$ cat config.mk
export PLATFORM = sky130hd
export DESIGN_NAME = instr_fetch_unit
export DESIGN_NICKNAME = d
export VERILOG_FILES = /design/src/rtl/fetch_pkg.sv /design/src/rtl/fetch_timeout_ctr.sv /design/src/rtl/instr_fetch_unit.sv
export SDC_FILE = /design/constraint.sdc
export NUM_CORES = 1
export LEC_CHECK = 0
export BUFFER_PORTS_ARGS = -buffer_cell sky130_fd_sc_hd__buf_2
export CAP_MARGIN = 15
export CORE_MARGIN = 5
export CORE_UTILIZATION = 25
export DETAILED_ROUTE_END_ITERATION = 16
export HOLD_SLACK_MARGIN = 0.06
export PLACE_DENSITY_LB_ADDON = 0.25
export SLEW_MARGIN = 40
export SYNTH_ARGS = -nofsm -noshare
export SYNTH_HDL_FRONTEND = slang
export SYNTH_SLANG_ARGS = --single-unit
$ cat constraint.sdc
create_clock -name clk -period 1.8 [get_ports clk]
set_input_delay 0.09 -clock clk [delete_from_list [all_inputs] [get_ports clk]]
set_output_delay 0.09 -clock clk [all_outputs]
set_load 0.1 [all_outputs]
$ cat src/rtl/fetch_pkg.sv
// Shared state encoding and constants for the instruction fetch unit.
package fetch_pkg;

    typedef enum logic [1:0] {
        IDLE = 2'd0,
        REQ  = 2'd1,
        WAIT = 2'd2,
        OUT  = 2'd3
    } fetch_state_t;

    localparam logic [31:0] NOP_INSTR_DEFAULT = 32'h0000_0000;
    localparam logic [31:0] WORD_ALIGN_MASK   = 32'hFFFF_FFFC;

endpackage

$ cat src/rtl/fetch_timeout_ctr.sv
// Cycle counter for the memory wait window; o_tc flags the last allowed cycle (TIMEOUT-1).
// Clear has priority over enable; the count saturates at terminal count.
module fetch_timeout_ctr #(
    parameter int TIMEOUT = 16,
    localparam int W      = $clog2(TIMEOUT)
) (
    input  logic clk,
    input  logic Reset,
    input  logic i_clr,
    input  logic i_en,
    output logic o_tc
);

    logic [W-1:0] r_cnt;

    assign o_tc = (r_cnt == W'(TIMEOUT - 1));

    always_ff @(posedge clk) begin
        if (!Reset || i_clr) begin
            r_cnt <= '0;
        end else if (i_en && !o_tc) begin
            r_cnt <= r_cnt + 1'b1;
        end
    end

endmodule

$ cat src/rtl/instr_fetch_unit.sv
// Fetches the word at pc over a valid/ready memory handshake and holds it for decode; REQ->WAIT->OUT, 2 cycles minimum.
// PCWre pulses only when decode accepts, so the PC stalls on slow memory or decode back-pressure.
module instr_fetch_unit
    import fetch_pkg::*;
#(
    parameter int          TIMEOUT   = 16,
    parameter logic [31:0] NOP_INSTR = NOP_INSTR_DEFAULT
) (
    input  logic        clk,
    input  logic        Reset,
    input  logic [31:0] pc,
    output logic        PCWre,
    output logic        mem_req,
    output logic [31:0] mem_addr,
    input  logic        mem_ready,
    input  logic        mem_rvalid,
    input  logic [31:0] mem_rdata,
    output logic [31:0] instr,
    output logic        instr_valid,
    input  logic        id_ready,
    output logic        fetch_err
);

    fetch_state_t r_state;
    fetch_state_t w_next;

    logic [31:0] r_instr;
    logic        r_instr_valid;
    logic        r_fetch_err;

    logic        w_misaligned;
    logic        w_tc;
    logic        w_capture;
    logic [31:0] w_capture_dat;
    logic        w_capture_err;
    logic        w_release;

    assign w_misaligned = (pc[1:0] != 2'b00);

    fetch_timeout_ctr #(
        .TIMEOUT(TIMEOUT)
    ) u_timeout (
        .clk  (clk),
        .Reset(Reset),
        .i_clr(r_state == REQ),
        .i_en (r_state == WAIT),
        .o_tc (w_tc)
    );

    // Reset gates the decoded strobes immediately, so nothing leaks out mid-WAIT or mid-OUT.
    assign PCWre    = Reset && (r_state == OUT) && id_ready;
    assign mem_req  = Reset && (r_state == REQ) && !w_misaligned;
    assign mem_addr = (Reset && (r_state == REQ)) ? (pc & WORD_ALIGN_MASK) : 32'h0;

    assign instr       = r_instr;
    assign instr_valid = r_instr_valid;
    assign fetch_err   = r_fetch_err;

    always_comb begin
        w_next        = r_state;
        w_capture     = 1'b0;
        w_capture_dat = NOP_INSTR;
        w_capture_err = 1'b1;
        w_release     = 1'b0;
        case (r_state)
            IDLE: w_next = REQ;
            REQ: begin
                if (w_misaligned) begin
                    w_next    = OUT;
                    w_capture = 1'b1;
                end else if (mem_ready) begin
                    w_next = WAIT;
                end
            end
            WAIT: begin
                // A response on the threshold cycle beats the timeout.
                if (mem_rvalid) begin
                    w_next        = OUT;
                    w_capture     = 1'b1;
                    w_capture_dat = mem_rdata;
                    w_capture_err = 1'b0;
                end else if (w_tc) begin
                    w_next    = OUT;
                    w_capture = 1'b1;
                end
            end
            OUT: begin
                if (id_ready) begin
                    w_next    = REQ;
                    w_release = 1'b1;
                end
            end
            default: w_next = IDLE;
        endcase
    end

    always_ff @(posedge clk) begin
        if (!Reset) begin
            r_state <= IDLE;
        end else begin
            r_state <= w_next;
        end
    end

    always_ff @(posedge clk) begin
        if (!Reset) begin
            r_instr       <= 32'h0;
            r_instr_valid <= 1'b0;
            r_fetch_err   <= 1'b0;
        end else if (w_capture) begin
            r_instr       <= w_capture_dat;
            r_instr_valid <= 1'b1;
            r_fetch_err   <= w_capture_err;
        end else if (w_release) begin
            r_instr_valid <= 1'b0;
        end
    end

endmodule

==> summary.md <==
| Metric | Value |
|---|---|
| Outcome | `finished clean` |
| Max VDD drop | `0.687 mV` |
| DP HPWL | `around 5500 µm` |
| Routability cong. | `between 0.7 and 0.8` |
| Antenna diodes | `0` |
| Antenna violations before repair | `0` |
| RSZ-0062 raised after global routing | `no` |
| Grt ovf | `0` |
| Critical Path AT | `1.82 ns` |
| Drt wl/cell | `14.6 µm` |
| Top cells by count, synth | `dfxtp_1, nand3_1, o21ai_1` |
| Final worst slack | `0.140 ns` |
| Clk_skew | `0.00952 ns` |
| Die X | `between 100 and 150 µm` |
| Die Y-Extent | `roughly 100 µm` |
| Layout cells sized above 1 | `40.3%` |
| Tcrit/Tclk final | `92.2%` |
| Clock sinks | `40` |
| Clock Path Buffers | `2` |
| CTS tree | `done` |
| Top cell type by total area after synthesis | `dfxtp_1` |
| Synth top area share | `37.4%` |
| Clk_lat worst skew | `0.28 ns` |
| Via/cell ratio | `4.96` |
| Vias | `around 2500` |
| Nets | `472` |
| Synthesized cell area | `0.00214 mm²` |
| Area grow syn2layout | `76.2%` |
| PD cells | `approximately 1400 mW/mm²` |
| DIE AREA | `about 0.011 mm²` |
| Worst-Margin Slew | `0.511 ns` |
| Setup Fix Bufs, Post-CTS | `0` |
| CTS clk-pin slew, worst paths | `0.08 ns` |
| Met2 Wirelength | `around 3600 µm` |
| Final Hold Fails | `0` |
| Post-synth top flop | `dfxtp_1` |
| Drt drc | `0` |
| R2R setup slack | `0.14 ns` |
| CP startpoint kind | `flop` |
| Mean Syn Cell Area | `a little under 9 µm²` |
| Num CTS Buffers | `5` |
| CP required | `1.96 ns` |
| Most frequent cell after synthesis | `dfxtp_1` |
| Hold path start | `mem_rvalid` |
| Worst r2r dst | `instr[7]$_SDFFE_PN0P_` |
| Largest net degree at the start of global routing | `51` |
| Hold endpoint | `fetch_err$_SDFFE_PN0P_` |
| Fin crit period | `1.66 ns` |
| CP cell instances | `inv_1, ha_1, and4b_1, buf_4, a32oi_1, o21ai_1` |
| Kind of cell adding the most delay to the critical path | `flip-flops` |
| Vias in the first global route | `2355` |
| Final Util | `45.5%` |
| First-pass GRT wire length | `11600 µm` |
| DP Worst Slack | `0.215 ns` |
| Max cap viols | `0` |
| CTS root buf | `clkbuf_8` |
| Port bufs | `134` |
| CP Class | `flop to flop` |
| H-tree depth | `2` |
| CP endpoint kind | `flop` |
| Post-synth ARST share | `0%` |
| Slowest stage delay, CP | `0.42 ns` |
| Starting Density | `25.8%` |
| Buf/Inv on CP | `2` |
| Met1 Wirelength | `3000 µm` |
| Synth Warn # | `0` |
| Slew HR | `roughly 66%` |
| Tot GR Track Use | `13.6%` |
| Final ANT Viol Nets | `0` |
| Count of unique library cells instantiated by Yosys | `40` |
| Hold depth | `4` |
| I/O Pins | `137` |
| Hold Path Class | `input pin to flop` |
| Worst reg2reg path depth | `6` |
| Final number of max-transition violations | `0` |
| Site Rows | `33` |
| Area contributors post-synth | `dfxtp_1, a32oi_1, and3_1` |
| DRT Pass-1 Iters | `4` |
| # fillers | `just under 800` |
| Fmax | `~600 MHz` |
| Yosys reg bits | `40` |
| Met3 wire length | `~700 µm` |
| Register area share after synthesis | `37.4%` |
| Syn Inst Count | `about 250` |
| Sum Neg Setup Slack | `0 ns` |
| Leakage power | `1.74 nW` |
| Core Area | `0.00830 mm²` |
| EDFF count, synth | `0` |
| Starting DRT DRC Count | `144` |
| Uppermost routed layer | `met4` |
| Crit-path max FO | `22` |
| Final setup viols | `0` |
| Final Power | `~5.3 mW` |
| Slowest stage cell, crit path | `dfxtp_1` |
| RR Startpoint | `r_state[0]$_SDFFE_PN0P_` |
| Final wirelength | `around 7400 µm` |
## power breakdown
group	switching [mW]	internal (mW)
clock	0.307	0.270
combinational	2.54	1.00
sequential	0.115	1.03
## registers in the layout, indices dropped and copies added, names as in the netlist
register         cells
fetch_err            1
u_timeout.r_cnt      4
instr_valid          1
r_state              2
instr               32
## routing by layer
layer / track usage (%) / vias to the layer above
li1: - / 1250
met1: 16.4 / 1153
met2: 23.1 / 97
met3: 5.14 / 6
met4: 2.83 / 0
met5: 0 / -
## area by class of cell
type                            count  area [µm²]  area share (%)
Clock buffer                        5        68.8            1.82
Clock inverter                      3        18.8           0.497
Inverter                            4        15.0           0.397
Multi-Input combinational cell    171        1160            30.7
Sequential cell                    40         801            21.2
Tap cell                          105         131            3.48
Timing Repair Buffer              177        1580            41.9
## cells by family (layout without fill, tap and decap cells)
group	Yosys count	after routing	share of synthesized area, %
AOI/OAI and AO/OA	82	82	27.0
and+or+nand+nor	82	82	22.8
DFF	40	40	37.4
buffers and inverters	35	189	9.81
adders and majority gates	4	4	2.34
other	1	2	0.175
muxes	1	1	0.467
## stage by stage
stage               cells  instance area (µm²)  hold WS [ns]
floorplan             246                 2160         0.211
global placement      465                 3350         0.303
detailed placement    465                 3350         0.313
CTS                   505                 3760         0.251
global route          505                 3780         0.293
finish                505                 3780         0.257
## worst max path at each step
stage | start | end | slack [ns] | depth (start not counted)
2_1_floorplan | r_state[0]$_SDFFE_PN0P_ | mem_req | 0.02 | 4
3_3_place_gp | u_timeout.r_cnt[0]$_SDFFE_PP0P_ | instr[17]$_SDFFE_PN0P_ | 0.22 | 5
3_5_place_dp | r_state[0]$_SDFFE_PN0P_ | instr[7]$_SDFFE_PN0P_ | 0.21 | 6
4_1_cts | r_state[1]$_SDFFE_PN0P_ | mem_addr[10] | 0.03 | 5
5_1_grt | r_state[0]$_SDFFE_PN0P_ | instr[7]$_SDFFE_PN0P_ | 0.01 | 6
6_report | r_state[0]$_SDFFE_PN0P_ | instr[7]$_SDFFE_PN0P_ | 0.14 | 6
## worst register-to-register path, stage by stage (launching register included)
cell and delay, ns:
dfxtp_1 0.42, inv_1 0.07, ha_1 0.34, and4b_1 0.22, buf_4 0.21, a32oi_1 0.18
o21ai_1 0.09
## timing repair
| action | 4_1_cts | 5_1_grt |
|---|---|---|
| hold buffers | 32 | 0 |
| endpoints found under the hold margin | 32 | 0 |
| resized for setup | 1 | 2 |
| setup endpoints to repair | 25 | 25 |
| gates cloned | 0 | 0 |
## cell usage in the layout (no fill, tap or decap), types with 2 or more instances in the layout
cell	Yosys	final
conb_1	1	2
buf_12	0	34
a32oi_1	32	32
nand3_1	35	35
a21oi_1	4	4
clkbuf_8	0	5
inv_1	3	3
o21ai_1	33	33
or3_1	2	2
and3_1	31	31
dlygate4sd3_1	0	32
buf_2	12	102
nor2b_1	3	3
buf_4	2	8
ha_1	4	3
clkinv_2	0	2
dfxtp_1	40	40
nand2_1	3	3
No activity file was read; power rests on OpenSTA's default activity.
